<file path="config.mk">
export PLATFORM = sky130hd
export DESIGN_NAME = cok_dongulu_amb
export DESIGN_NICKNAME = d
export VERILOG_FILES = /design/src/rtl/cok_dongulu_amb.sv
export SDC_FILE = /design/constraint.sdc
export NUM_CORES = 1
export LEC_CHECK = 0
export CORE_MARGIN = 3
export CORE_UTILIZATION = 60
export CTS_CLUSTER_SIZE = 16
export DETAILED_ROUTE_END_ITERATION = 12
export GPL_TIMING_DRIVEN = 0
export MAX_ROUTING_LAYER = met4
export PLACE_DENSITY = 0.81
export SKIP_LAST_GASP = 1
export SYNTH_ARGS = -nofsm -noshare
export SYNTH_HDL_FRONTEND = slang
export SYNTH_SLANG_ARGS = --single-unit
</file>
<file path="constraint.sdc">
create_clock -name clk_i -period 4.55 [get_ports clk_i]
set_input_delay 0.91 -clock clk_i [delete_from_list [all_inputs] [get_ports clk_i]]
set_output_delay 0.91 -clock clk_i [all_outputs]
set_load 0.02 [all_outputs]
</file>
<file path="src/rtl/cok_dongulu_amb.sv">
// cok_dongulu_amb -- multi-cycle ALU for the execute stage.
//
// Accepts one operation per valid/ready handshake and holds the registered
// result until the consumer takes it. ADD/SUB/logic/compare ops and any
// zero-distance shift finish in one cycle. Non-zero shifts advance by at most
// KAYDIRMA_ADIM bit positions per cycle, which keeps the barrel shifter short.
//
// Ports
//   clk_i      clock, all state on the rising edge
//   rst_i      synchronous active-low reset
//   temizle_i  flush: drops the in-flight op and the pending result
//   gecerli_i  operands/op valid
//   hazir_o    ready to accept an op (high only when idle)
//   kontrol_i  op: 0 ADD,1 SUB,2 XOR,3 OR,4 AND,5 SLL,6 SRL,7 SRA,8 SLT,9 SLTU
//   deger1_i   operand 1
//   deger2_i   operand 2 (shift distance = low log2(VERI_BIT) bits)
//   gecerli_o  result valid
//   hazir_i    consumer ready for the result
//   sonuc_o    result, held stable while gecerli_o is high
module cok_dongulu_amb #(
  parameter int VERI_BIT      = 32,
  parameter int KAYDIRMA_ADIM = 8
) (
  input  logic                clk_i,
  input  logic                rst_i,
  input  logic                temizle_i,
  input  logic                gecerli_i,
  output logic                hazir_o,
  input  logic [3:0]          kontrol_i,
  input  logic [VERI_BIT-1:0] deger1_i,
  input  logic [VERI_BIT-1:0] deger2_i,
  output logic                gecerli_o,
  input  logic                hazir_i,
  output logic [VERI_BIT-1:0] sonuc_o
);

  localparam int SW = $clog2(VERI_BIT);
  // One extra bit so that a step of KAYDIRMA_ADIM == VERI_BIT is representable.
  localparam int KW = SW + 1;
  localparam logic [KW-1:0] ADIM_K = KW'(KAYDIRMA_ADIM);

  localparam logic [3:0] OP_ADD  = 4'd0;
  localparam logic [3:0] OP_SUB  = 4'd1;
  localparam logic [3:0] OP_XOR  = 4'd2;
  localparam logic [3:0] OP_OR   = 4'd3;
  localparam logic [3:0] OP_AND  = 4'd4;
  localparam logic [3:0] OP_SLL  = 4'd5;
  localparam logic [3:0] OP_SRL  = 4'd6;
  localparam logic [3:0] OP_SRA  = 4'd7;
  localparam logic [3:0] OP_SLT  = 4'd8;
  localparam logic [3:0] OP_SLTU = 4'd9;

  typedef enum logic [1:0] {
    BOSTA  = 2'd0,
    KAYDIR = 2'd1,
    SONUC  = 2'd2
  } durum_t;

  durum_t              state_reg, state_next;
  logic [VERI_BIT-1:0] sonuc_reg, sonuc_next;
  logic [VERI_BIT-1:0] veri_reg, veri_next;
  logic [3:0]          op_reg, op_next;
  logic [KW-1:0]       kalan_reg, kalan_next;

  logic [SW-1:0]       miktar;
  logic                kaydirma_op;
  logic [VERI_BIT-1:0] tek_sonuc;
  logic [KW-1:0]       adim;
  logic [VERI_BIT-1:0] kaydirilmis;

  assign miktar      = deger2_i[SW-1:0];
  assign kaydirma_op = (kontrol_i == OP_SLL) || (kontrol_i == OP_SRL) || (kontrol_i == OP_SRA);

  // Single-cycle datapath. Shifts here only ever see distance 0 in practice,
  // but computing them generally keeps the mux simple.
  always_comb begin
    tek_sonuc = '0;
    case (kontrol_i)
      OP_ADD:  tek_sonuc = deger1_i + deger2_i;
      OP_SUB:  tek_sonuc = deger1_i + ~deger2_i + VERI_BIT'(1);
      OP_XOR:  tek_sonuc = deger1_i ^ deger2_i;
      OP_OR:   tek_sonuc = deger1_i | deger2_i;
      OP_AND:  tek_sonuc = deger1_i & deger2_i;
      OP_SLL:  tek_sonuc = deger1_i << miktar;
      OP_SRL:  tek_sonuc = deger1_i >> miktar;
      OP_SRA:  tek_sonuc = $signed(deger1_i) >>> miktar;
      OP_SLT:  tek_sonuc[0] = $signed(deger1_i) < $signed(deger2_i);
      OP_SLTU: tek_sonuc[0] = deger1_i < deger2_i;
      default: tek_sonuc = '0;
    endcase
  end

  // Iterative shifter. Arithmetic right shift of the partial value keeps its
  // MSB, which is always the original operand's MSB, so SRA fill is correct.
  assign adim = (kalan_reg > ADIM_K) ? ADIM_K : kalan_reg;

  always_comb begin
    kaydirilmis = veri_reg;
    case (op_reg)
      OP_SLL:  kaydirilmis = veri_reg << adim;
      OP_SRL:  kaydirilmis = veri_reg >> adim;
      OP_SRA:  kaydirilmis = $signed(veri_reg) >>> adim;
      default: kaydirilmis = veri_reg;
    endcase
  end

  always_comb begin
    state_next = state_reg;
    sonuc_next = sonuc_reg;
    veri_next  = veri_reg;
    op_next    = op_reg;
    kalan_next = kalan_reg;

    if (temizle_i) begin
      // Squash: result register keeps its value, only validity is dropped.
      state_next = BOSTA;
    end else begin
      case (state_reg)
        BOSTA: begin
          if (gecerli_i) begin
            if (kaydirma_op && (miktar != '0)) begin
              veri_next  = deger1_i;
              op_next    = kontrol_i;
              kalan_next = {1'b0, miktar};
              state_next = KAYDIR;
            end else begin
              sonuc_next = tek_sonuc;
              state_next = SONUC;
            end
          end
        end
        KAYDIR: begin
          veri_next  = kaydirilmis;
          kalan_next = kalan_reg - adim;
          if (kalan_reg <= ADIM_K) begin
            sonuc_next = kaydirilmis;
            state_next = SONUC;
          end
        end
        SONUC: begin
          if (hazir_i) begin
            state_next = BOSTA;
          end
        end
        default: state_next = BOSTA;
      endcase
    end
  end

  always_ff @(posedge clk_i) begin
    if (!rst_i) begin
      state_reg <= BOSTA;
      sonuc_reg <= '0;
      veri_reg  <= '0;
      op_reg    <= '0;
      kalan_reg <= '0;
    end else begin
      state_reg <= state_next;
      sonuc_reg <= sonuc_next;
      veri_reg  <= veri_next;
      op_reg    <= op_next;
      kalan_reg <= kalan_next;
    end
  end

  assign hazir_o   = (state_reg == BOSTA);
  assign gecerli_o = (state_reg == SONUC);
  assign sonuc_o   = sonuc_reg;

endmodule

</file>
==> reports/results.tsv, run 1 <==
metric	value	unit
cts_buffer_depth	2	
track_usage	0.6566	
die-height	168.3	um
synth_edf_count	0	
dp_hpwl	67010	um
cts.sinks	76	
outcome	stopped before the end	
outcome.stop_stage	5_1_grt	
synth.avg_cell_area	7.085	sq um
cts-root-buf	clkbuf_16	
io_pins	107	
yosys.cell_types.count	90	
synth_largest_area_cell	mux2i_1	
cts_buffers	9	
synth_area_leaders	mux2i_1 (10%), dfxtp_1 (9.6%), ha_1 (8.3%), mux4_2 (8.3%), a21oi_1 (6.5%)	
synthCells	2230	
io_buffers	105	
start_util	0.6185	
grt_first_pass_wirelength	138900	um
grt_pass1_vias	22280	
synthMuxAreaShare	0.2009	
synth_xor_area_frac	0.01386	
place.gp.congestion	1.370	
netlist.area_leader.share	0.1033	
stop_error	[ERROR GRT-0116] Global routing finished with congestion. Check the congestion regions in the DRC Viewer.	
rows	58	
synth_compound_area_frac	0.3195	
ys_warn_count	0	
globalRouteOverflowTotal	25	
synthAdderAreaFrac	0.08568	
dp.cells	2665	
postSynth.asyncResetShare	0	
grt_max_degree	20	
syn_area	0.01580	sq mm
htree_num_levels	3	
yosysSeqAreaShare	0.09629	
synthFlopType	dfxtp_1	
synthSimpleGateAreaFrac	0.2003	
dieWidth	168.3	um
ys_ff_latch	76	
synth_top_family_by_area	compound AO/OA/AOI/OAI gates	
synth_fp_nets	2410	
-- layer usage --
layer	overflow	GRT usage
met4	12	0.6069
met1	1	0.6674
met3	0	0.4151
met2	12	0.8483
met5	-	-
-- synthesized netlist by cell type (19+ instances only) --
cell type    n
a21o_1      23
inv_1      105
o21ai_0    167
o211ai_1    44
dfxtp_1     76
nor2_1     226
a211oi_1    48
mux4_2      58
ha_1       105
nand3_1     55
mux2_2      21
a221oi_1    26
a21oi_1    206
o22ai_1     30
mux2i_1    163
nor4_1      19
xnor2_1     24
clkbuf_1   125
nor3_1      53
nand2_1    224
buf_2       42
a31oi_1     33
-- per-stage QoR --
step / worst slack, ns / setup TNS [ns] / util / area [sq um]
after CTS: -0.003067 / -0.003067 / 0.6960 / 17780
after detailed placement: -1.606 / -34.53 / 0.6760 / 17270
after global placement: -1.647 / -33.76 / 0.6758 / 17260
after floorplan: 0.3916 / 0 / - / 15800
-- what timing repair did --
action                     4_1_cts
setup endpoints to repair       30
pin swaps                        4
hold buffers                     0
buffers inserted                 5
resized for setup               52
-- logic make-up after synthesis --
kind of cell,Yosys count
XOR/XNOR,25
AO/OA/AOI/OAI,774
other,1
flip-flops,76
adder cells (fa/ha/maj),107
AND/OR/NAND/NOR,695
buffers and inverters,310
multiplexers,242
==> run 2, diff against run 1 <==
CORE_UTILIZATION = 40   (was 60)
CTS_CLUSTER_SIZE = not set   (was 16)
MAX_ROUTING_LAYER = not set   (was met4)
PLACE_DENSITY = not set   (was 0.81)
PLACE_DENSITY_LB_ADDON = 0.15   (was not set)
==> reports/results.tsv, run 2 <==
metric	value	unit	change
setup_viol	11		
required	4.80	ns	
globalRouteOverflowTotal	0		
worstSetupPathType	input port to flop		
syn2layout_area_growth	15.85	%	
postRouteAntennaNets	0		
synth_largest_area_cell	mux2i_1		unchanged
die_area	0.04192	sq mm	
synth.avg_cell_area	7.085	sq um	unchanged
r2r_slack	0.41	ns	
place.gp.congestion	1.112		was 1.370
grt_max_degree	13		
final_cell_mix	nand2_1 (224), nor2_1 (223), a21oi_1 (204)		
grt_first_pass_wirelength	141600	um	
cts_buffer_depth	2		unchanged
hold_depth	2		
p_per_area	180.3	mW/mm^2	
die-height	204.7	um	was 168.3 um
dp_hpwl	79170	um	was 67,010 um
dr.pass1.iters	7		
synth_fp_nets	2410		unchanged
top_layer_used	met4		
hp-class	flop to flop		
wl	99960	um	
fin_util	0.4714		
placed_area	0.01752	sq mm	was 0.01727 sq mm
rows	72		was 58
track_usage	0.4604		
holdPathEnd	op_reg[3]		
final_common_cell	nand2_1		
fin_nets	2534		
layout.cells.non_filler	2880		
synthTopCellsByCount	nor2_1 (226), nand2_1 (224), a21oi_1 (206), o21ai_0 (167), mux2i_1 (163)		unchanged
worst_slack	-0.1651	ns	
regArea	0.001521	sq mm	
cts.clk_slew.worst_paths	0.06	ns	
vias	20880		
maxSlewHeadroom	0.1190		
io_pins	107		unchanged
min_from	op_reg[3]		
htree_num_levels	3		unchanged
regToRegEndpoint	sonuc_o[14]		
holdWs	0.4425	ns	
cts.sinks	76		unchanged
postSynth.asyncResetShare	0		unchanged
synthCells	2230		unchanged
min_period_over_period	1.036		
synth_area_leaders	mux2i_1 (10%), dfxtp_1 (9.6%), ha_1 (8.3%), mux4_2 (8.3%), a21oi_1 (6.5%)		unchanged
finalHoldViolCount	0		
r2r.worst_path.cells	10		
multi_input_area	0.01329	sq mm	
worst_skew_pair.late_latency	0.35	ns	
io_buffers	105		unchanged
grt_pass1_vias	19800		
synth_edf_count	0		unchanged
finClkSkew	0.007123	ns	
yosys.cell_types.count	90		unchanged
fillCellCount	4008		
ys_ff_latch	76		unchanged
drt_iter0_markers	3004		
failed_checks	setup timing		
leakagePower	7.191	nW	
netlist.area_leader.share	0.1033		unchanged
antenna_found_initial	4		
max_slew.worst_pin.slew	1.311	ns	
dp.cells	2854		was 2,665
wl_met3	11120	um	
final_layout_size_suffix_gt1_frac	0.1111		
cts_tree	yes		
cts_buffers	9		unchanged
cp.arrival	4.97	ns	
ys_warn_count	0		unchanged
cts-root-buf	clkbuf_16		unchanged
startpoint_type	input port		
r2r_start	kalan_reg[0]		
yosysSeqAreaShare	0.09629		unchanged
irDropWorstVdd	0.1426	mV	
post-route-min-period	4.715	ns	
start_util	0.4069		was 0.6185
rsz0062_at_grt	yes		
wl_met1	33840	um	
synthFlopType	dfxtp_1		unchanged
dieWidth	204.7	um	was 168.3 um
design_area	0.01831	sq mm	
drv_slew	0		
synth.most_common_cell	nor2_1		unchanged
end_kind	flop		
maxCapViolCount	0		
crit_fanout	10		
wl_met2	44010	um	
outcome	finished, violations left		was stopped before the end
max_freq	0.2121	GHz	
wl_per_cell	34.71	um	
drcViolationCount	0		
viasPerCell	7.248		
core_region_area	0.03883	sq mm	
syn_area	0.01580	sq mm	unchanged
==> run 2: final cells by class <==
cell class | instances | area share
antenna | 3 | 0.0004101
buffer | 201 | 0.05455
clock buffer | 12 | 0.01401
clock inverter | 4 | 0.002597
inverter | 108 | 0.02297
multi-input combinational | 1844 | 0.7258
sequential | 76 | 0.08312
tap | 518 | 0.03541
timing repair buffer | 114 | 0.06111
==> run 2: cell families after synthesis <==
| logic type | Yosys count | share of synthesized area |
|---|---|---|
| XOR/XNOR | 25 | 0.01386 |
| other | 1 | 0.0002373 |
| AO/OA/AOI/OAI | 774 | 0.3195 |
| AND/OR/NAND/NOR | 695 | 0.2003 |
| multiplexers | 242 | 0.2009 |
| flip-flops | 76 | 0.09629 |
| buffers and inverters | 310 | 0.08315 |
| adder cells (fa/ha/maj) | 107 | 0.08568 |
==> run 2: per-stage QoR <==
stage               power (W)  worst slack, ns  TNS (ns)
floorplan            0.001718           0.3916         0
global placement     0.002397           -2.229    -56.19
detailed placement   0.002394           -2.184    -56.03
CTS                  0.003159         -0.08973   -0.2172
global route         0.003363          -0.1133   -0.2595
finish               0.003300          -0.1651   -0.7677
==> run 2: metal layers <==
metal | up-vias | track usage
met5 | - | 0.001190
met4 | 0 | 0.4080
met3 | 592 | 0.1039
met2 | 1804 | 0.7284
met1 | 9885 | 0.5187
li1 | 8594 | -
==> run 2: how the worst max path moves through the flow <==
stage,depth (start not counted),from,endpoint
floorplan,15,deger2_i[4],sonuc_o[25]
global placement,16,deger2_i[4],sonuc_o[28]
detailed placement,16,deger2_i[4],sonuc_o[29]
CTS,15,deger2_i[2],sonuc_o[22]
global route,12,deger1_i[21],sonuc_o[30]
finish,9,kontrol_i[2],sonuc_o[20]
==> run 2: where the power goes <==
part / internal (W) / switching [W] / total, W
registers: 0.000690 / 0.0000326 / 0.000723
logic: 0.000606 / 0.00123 / 0.00183
clock network: 0.000453 / 0.000291 / 0.000744
total: 0.00175 / 0.00155 / 0.00330
==> run 2: critical path, stage by stage <==
cell,delay [ns]
clkdlybuf4s50_1,0.47
clkbuf_1,0.25
or2_2,0.39
nor2_1,0.82
nand2_1,0.64
o21ai_0,0.69
a221o_1,0.44
a21oi_1,0.18
o22ai_1,0.16
==> run 2: timing repair <==
action                                  in CTS  in global routing
pin swaps                                    9                 16
setup buffers                                3                  5
resized for setup                           89                 60
hold buffers                                 0                  0
cloned                                       0                  0
endpoints found under the setup margin      33                 27
No activity file was read; power rests on OpenSTA's default activity.
